## src/rtl/imem_arbiter.sv

```systemverilog
// imem_arbiter: shares the single Instruction_Memory read port between the
// CPU fetch port (0, priority, flushable) and a debug/trace reader (1, with
// anti-starvation). In-flight reads are tracked by a MEM_LATENCY-deep tag pipe
// and each returned word is routed back to the port that issued it.
module imem_arbiter #(
  parameter int unsigned ADDR_W       = 32,
  parameter int unsigned DATA_W       = 32,
  parameter int unsigned MEM_LATENCY  = 1,
  parameter int unsigned STARVE_LIMIT = 4
) (
  input  logic              clk,
  input  logic              rst,
  // port 0: CPU fetch
  input  logic              req0,
  input  logic [ADDR_W-1:0] addr0,
  input  logic              flush0,
  output logic              gnt0,
  output logic              rvalid0,
  output logic [DATA_W-1:0] rdata0,
  // port 1: debug/trace reader
  input  logic              req1,
  input  logic [ADDR_W-1:0] addr1,
  output logic              gnt1,
  output logic              rvalid1,
  output logic [DATA_W-1:0] rdata1,
  // Instruction_Memory read port
  output logic [ADDR_W-1:0] mem_read_address,
  input  logic [DATA_W-1:0] mem_inst
);

  localparam int unsigned      CNT_W   = 4;
  localparam logic [CNT_W-1:0] CNT_MAX = '1;
  localparam logic [CNT_W-1:0] LIMIT   = CNT_W'(STARVE_LIMIT);

  // One in-flight read: valid bit plus the port that issued it.
  typedef struct packed {
    logic vld;
    logic port;
  } tag_t;

  logic                         win0;
  logic                         win1;
  logic                         issue;
  logic [CNT_W-1:0]             starve_q;
  logic [CNT_W-1:0]             starve_d;
  logic [ADDR_W-1:0]            last_addr_q;
  tag_t [MEM_LATENCY-1:0]       pipe_q;
  tag_t [MEM_LATENCY-1:0]       pipe_d;
  tag_t [MEM_LATENCY-1:0]       kept;
  tag_t                         exit_tag;
  logic                         deliver0;
  logic                         deliver1;

  // Winner select: port 0 first, port 1 when alone or starved; nothing in reset.
  always_comb begin
    win0 = 1'b0;
    win1 = 1'b0;
    if (!rst) begin
      if (req1 && (!req0 || (starve_q >= LIMIT))) begin
        win1 = 1'b1;
      end else if (req0) begin
        win0 = 1'b1;
      end
    end
  end

  assign gnt0  = win0;
  assign gnt1  = win1;
  assign issue = win0 | win1;

  // Address to memory: the winner's address, else the last issued one.
  always_comb begin
    mem_read_address = last_addr_q;
    if (win0) begin
      mem_read_address = addr0;
    end else if (win1) begin
      mem_read_address = addr1;
    end
  end

  // Remember the last issued address so the memory input is stable when idle.
  always_ff @(posedge clk or posedge rst) begin
    if (rst) begin
      last_addr_q <= '0;
    end else if (issue) begin
      last_addr_q <= mem_read_address;
    end
  end

  // Starvation count: consecutive cycles port 1 asked and lost, saturating.
  always_comb begin
    starve_d = starve_q;
    if (!req1 || win1) begin
      starve_d = '0;
    end else if (starve_q != CNT_MAX) begin
      starve_d = starve_q + CNT_W'(1);
    end
  end

  // Starvation counter register.
  always_ff @(posedge clk or posedge rst) begin
    if (rst) begin
      starve_q <= '0;
    end else begin
      starve_q <= starve_d;
    end
  end

  // Flush drops every port-0 entry already in flight, including the exiting one.
  always_comb begin
    kept = pipe_q;
    for (int unsigned i = 0; i < MEM_LATENCY; i++) begin
      if (flush0 && !pipe_q[i].port) begin
        kept[i].vld = 1'b0;
      end
    end
    exit_tag = kept[MEM_LATENCY-1];
    deliver0 = exit_tag.vld & ~exit_tag.port;
    deliver1 = exit_tag.vld &  exit_tag.port;
  end

  // Next tag pipe: the new grant enters stage 0 unflushed, the rest shift on.
  always_comb begin
    pipe_d         = kept;
    pipe_d[0].vld  = issue;
    pipe_d[0].port = win1;
    for (int unsigned i = 1; i < MEM_LATENCY; i++) begin
      pipe_d[i] = kept[i-1];
    end
  end

  // Tag pipe register.
  always_ff @(posedge clk or posedge rst) begin
    if (rst) begin
      pipe_q <= '0;
    end else begin
      pipe_q <= pipe_d;
    end
  end

  // Registered responses; data holds between deliveries.
  always_ff @(posedge clk or posedge rst) begin
    if (rst) begin
      rvalid0 <= 1'b0;
      rvalid1 <= 1'b0;
      rdata0  <= '0;
      rdata1  <= '0;
    end else begin
      rvalid0 <= deliver0;
      rvalid1 <= deliver1;
      if (deliver0) begin
        rdata0 <= mem_inst;
      end
      if (deliver1) begin
        rdata1 <= mem_inst;
      end
    end
  end

endmodule

```

## config.mk

```make
export PLATFORM = sky130hd
export DESIGN_NAME = imem_arbiter
export DESIGN_NICKNAME = d
export VERILOG_FILES = /design/src/rtl/imem_arbiter.sv
export SDC_FILE = /design/constraint.sdc
export NUM_CORES = 1
export LEC_CHECK = 0
export CAP_MARGIN = 20
export CORE_UTILIZATION = 42
export CTS_CLUSTER_SIZE = 8
export DETAILED_ROUTE_END_ITERATION = 8
export GPL_TIMING_DRIVEN = 0
export PLACE_DENSITY = 0.87
export SYNTH_ARGS = -nofsm -noshare
export SYNTH_HDL_FRONTEND = slang
export SYNTH_SLANG_ARGS = --single-unit
```

## constraint.sdc

```tcl
create_clock -name clk -period 4.9 [get_ports clk]
set_input_delay 0.98 -clock clk [delete_from_list [all_inputs] [get_ports clk]]
set_output_delay 0.98 -clock clk [all_outputs]
set_load 0.02 [all_outputs]
```

**Word level (Yosys, flattened, before mapping)**

Cells that the tools add are included.

- Register bits: 104
- Bits of input ports: 101
- Output and inout port bits: 100
- Logic and storage cells: 33

- Add/subtract/negate cells: 1
- $lt $le $gt $ge: 1
- Equal/unequal tests: 1
- Multiplexer cells: 10
- Bitwise logic cells: 4
- Reduce and logical (&&, ||, !) cells: 8

Operator list:

| cell | count |
|---|---|
| $mux 32 | 2 |
| $mux 4 | 2 |
| $mux 1 | 6 |
| $add 4x1->4 const B | 1 |
| $ge 4x3->1 const B | 1 |
| $ne 4x4->1 const B | 1 |
| $logic_not 1->1 | 3 |
| $and 1x1->1 | 2 |
| $logic_and 1x1->1 | 2 |
| $logic_or 1x1->1 | 2 |
| $reduce_bool 2->1 | 1 |
| $not 1->1 | 1 |
| $or 1x1->1 | 1 |

**Depth between registers and ports, before layout**

- Depth in word-level cells: 7
- Mapped depth: 6
- Depth with buffers taken out: 4

**Worst setup path before layout**

No wires, ideal clock.

- Kind: in2out
- From: in rst
- To: out mem_read_address[0]
- Arrival time: 2,112 ps
- Data required time: 3,920 ps
- Slack: 1,808 ps
- Stages on the path: 6
- Path buffers: 3
- Cell sequence: nand2b_1 > clkbuf_1 > or2_1 > buf_6 > buf_6 > a31oi_1

- Longest elaborated chain between the ends: 3
- Elaborated cells on any way between the ends: 4
- Classes of those cells: mux: 4

RTL lines:

| item | line | text |
|---|---|---|
| from (decl) | 12 | `input logic rst,` |
| $mux 1 | 58 | `if (!rst) begin` |
| $mux 32 | 76 | `end else if (win1) begin` |
| $mux 32 * | 74 | `if (win0) begin` |
| to (decl) | 27 | `output logic [ADDR_W-1:0] mem_read_address,` |

Mark *: on every way between the ends. The rest lies on a longest branch, timed or not.

**Final worst setup path**

- From: in rst
- To: out mem_read_address[20]

Same word-level chain as after synthesis.

==> reports/qor.csv <==
metric,value,unit
fin_crit,4.41,ns
min_path_cells,1,
final_area,0.00703,sq mm
seqPwrFrac,42.2,%
hold_viol,0,
synth.area.mux_share,15.8,%
clkLatencyLatePin,0.37,ns
timing.rr.start,starve_q[3],
postCtsSetupBuffers,0,
die_w,107,microns
place_congestion,0.801,
area_delta_synth_final,52.1,%
synth_commonest_cells,"104 x dfrtp_1, 62 x a31oi_1, 47 x mux2_2",
synth_area_per_cell,11.8,sq um
clkPwrFrac,21.5,%
crit_fanout,10,
final_nets,707,
cts_hold_buf,0,
end_kind,output pin,
hp-start,rdata0[8],
cts_resized,0,
place_hpwl,10000,microns
synth_fa_ha_area_share,0.271,%
ios,201,
p_int,1.76,mW
ys_warn_count,0,
cts.clk_slew.worst_paths,0.10,ns
num_rows,37,
overflow,0,
p_comb_share,36.3,%
final_max_slew_viol_count,0,
setup_viol,0,
num_antenna_cells,0,
drt_iter0_markers,185,
grt_pass1_wl,21100,microns
ir_worst_vdd,0.193,mV
final-seq-area,0.00260,sq mm
drc,0,
startpoint_type,input pin,
ys_top_cells_by_area,"dfrtp_1 56%, mux2_2 11%, a31oi_1 8.4%",
rsz0062_at_grt,no,
slew_headroom,61.9,%
p_sw,0.839,mW
wl_per_cell,17.6,microns
synth-seq-area-share,56.4,%
synth_top_family_by_area,multiplexers,
reg2regPathDepth,4,
ant_nets,0,
core-area,0.0105,sq mm
yosys.area_share.xor_xnor,0.190,%
fin_crit_sh,90.0,%
synthFlopType,dfrtp_1,
gr-usage-all-layers,24.0,%
vias,4108,
synthSimpleGateAreaFrac,9.48,%
yosysTopAreaCell,dfrtp_1,
cts_buffers,9,
status,completed,
ys_types,27,
tritoncts,done,
worst_pin_slew,0.571,ns
finClkSkew,0.00880,ns
cp_data_arrival_time,3.43,ns
place_ws,0.507,ns
power_density,369,mW/mm^2
p_leak,2.77,nW
dr.pass1.iters,4,
vias_per_cell,5.51,
synthMostInstantiatedCell,dfrtp_1,
synth_nets,495,
netlist.area_leader.share,56.4,%
multiInputGateArea,0.00180,sq mm
syn_inst,393,
min_to,rdata0[8],
r2r_end,last_addr_q[8],
cts-root-buf,clkbuf_8,
fillers,777,
synth-edff-count,0,
portBuffers,200,
layout-drive-gt1-share,15.1,%
setup_slack,0.490,ns
max-cap-violations,0,
ys_ff_latch,104,
crit_type,input pin to output pin,
crit_required,3.92,ns
drt_wl_total,13100,microns
rrSetupSlack,3.24,ns
grt_max_degree,63,
dieArea,0.0114,sq mm
finalSetupTns,0,ns
dpl-instance-area,0.00682,sq mm
htree_levels,3,
chipHeight,107,microns
cts.sinks,104,
synth_compound_area_share,13.3,%
clockBufferDepth,2,
synth_area,0.00462,sq mm
max_freq,227,MHz
async_flop_share,100,%
antenna_found_initial,0,
hold_path.class,flip-flop to flip-flop,
grt_pass1_vias,4247,
switching_share,32.3,%
initial_core_util,43.9,%
[flip-flops by register name, indices dropped and copies added, names as in the netlist]
signal	count
rvalid1	1
exit_tag	1
rvalid0	1
rdata0	32
last_addr_q	32
starve_q	4
pipe_q	1
rdata1	32
[through the flow]
stage / hold WS (ns) / power [mW] / instances / utilization [%]
after global placement: 0.468 / 2.02 / 729 / 64.6
after floorplan: 0.535 / 1.56 / 393 / -
final: 0.492 / 2.59 / 746 / 66.9
after CTS: 0.497 / 2.61 / 746 / 66.9
after detailed placement: 0.474 / 2.06 / 730 / 64.9
after global routing: 0.515 / 2.72 / 746 / 66.9
[final cells by class]
class / instances / area share (%)
Sequential cell: 104 / 37.0
Inverter: 3 / 0.196
Clock buffer: 10 / 1.82
Timing Repair Buffer: 201 / 28.9
Buffer: 35 / 2.87
Tap cell: 136 / 2.42
Clock inverter: 6 / 1.10
Multi-Input combinational cell: 251 / 25.7
[logic make-up after synthesis]
logic type | after synthesis
flip-flops | 104
AO/OA/AOI/OAI | 100
AND/OR/NAND/NOR | 84
multiplexers | 65
buffers and inverters | 38
XOR/XNOR | 1
adder cells (fa/ha/maj) | 1
[per-layer routing]
layer	GRT usage (%)	part of all wire [%]
met1	29.7	41
met2	41.2	49
met3	5.59	8.3
met4	7.93	1.5
met5	0	0
[layout by cell type (no fill, tap or decap), types with 6 or more instances in the layout]
master,Yosys,layout
clkdlybuf4s50_1,0,200
dfrtp_1,104,104
nand3_1,34,34
buf_2,14,14
o21ai_0,33,33
nor3_1,33,33
mux2_2,47,47
buf_6,6,6
clkbuf_1,12,13
nor2_1,8,8
mux2_1,17,17
a31oi_1,62,62
clkbuf_8,0,9
[power by group through the flow]
stage / Sequential [mW] / Combinational (mW) / Clock, mW
detailed placement: 1.11 / 0.947 / 0
floorplan: 1.25 / 0.306 / 0
global route: 1.11 / 1.00 / 0.610
finish: 1.09 / 0.942 / 0.559
CTS: 1.09 / 0.951 / 0.568
global placement: 1.10 / 0.923 / 0
[how the worst max path moves through the flow]
stage / startpoint / to / slack [ns] / cells after the start
after floorplan: rst / exit_tag[0] / 1.19 / 1
after global placement: rst / rdata1[20] / -0.35 / 2
after detailed placement: rst / mem_read_address[20] / 0.51 / 7
after CTS: rst / mem_read_address[20] / 0.49 / 7
after global routing: rst / mem_read_address[20] / 0.31 / 7
final: rst / mem_read_address[20] / 0.49 / 7
[worst max-delay path, stage by stage]
cell and delay [ns]:
clkdlybuf4s50_1 0.61, nand2b_1 0.14, clkbuf_1 0.26, clkbuf_1 0.42, nor3_1 0.16, a31oi_1 0.19
clkdlybuf4s50_1 0.66
(Power assumes the default switching activity.)
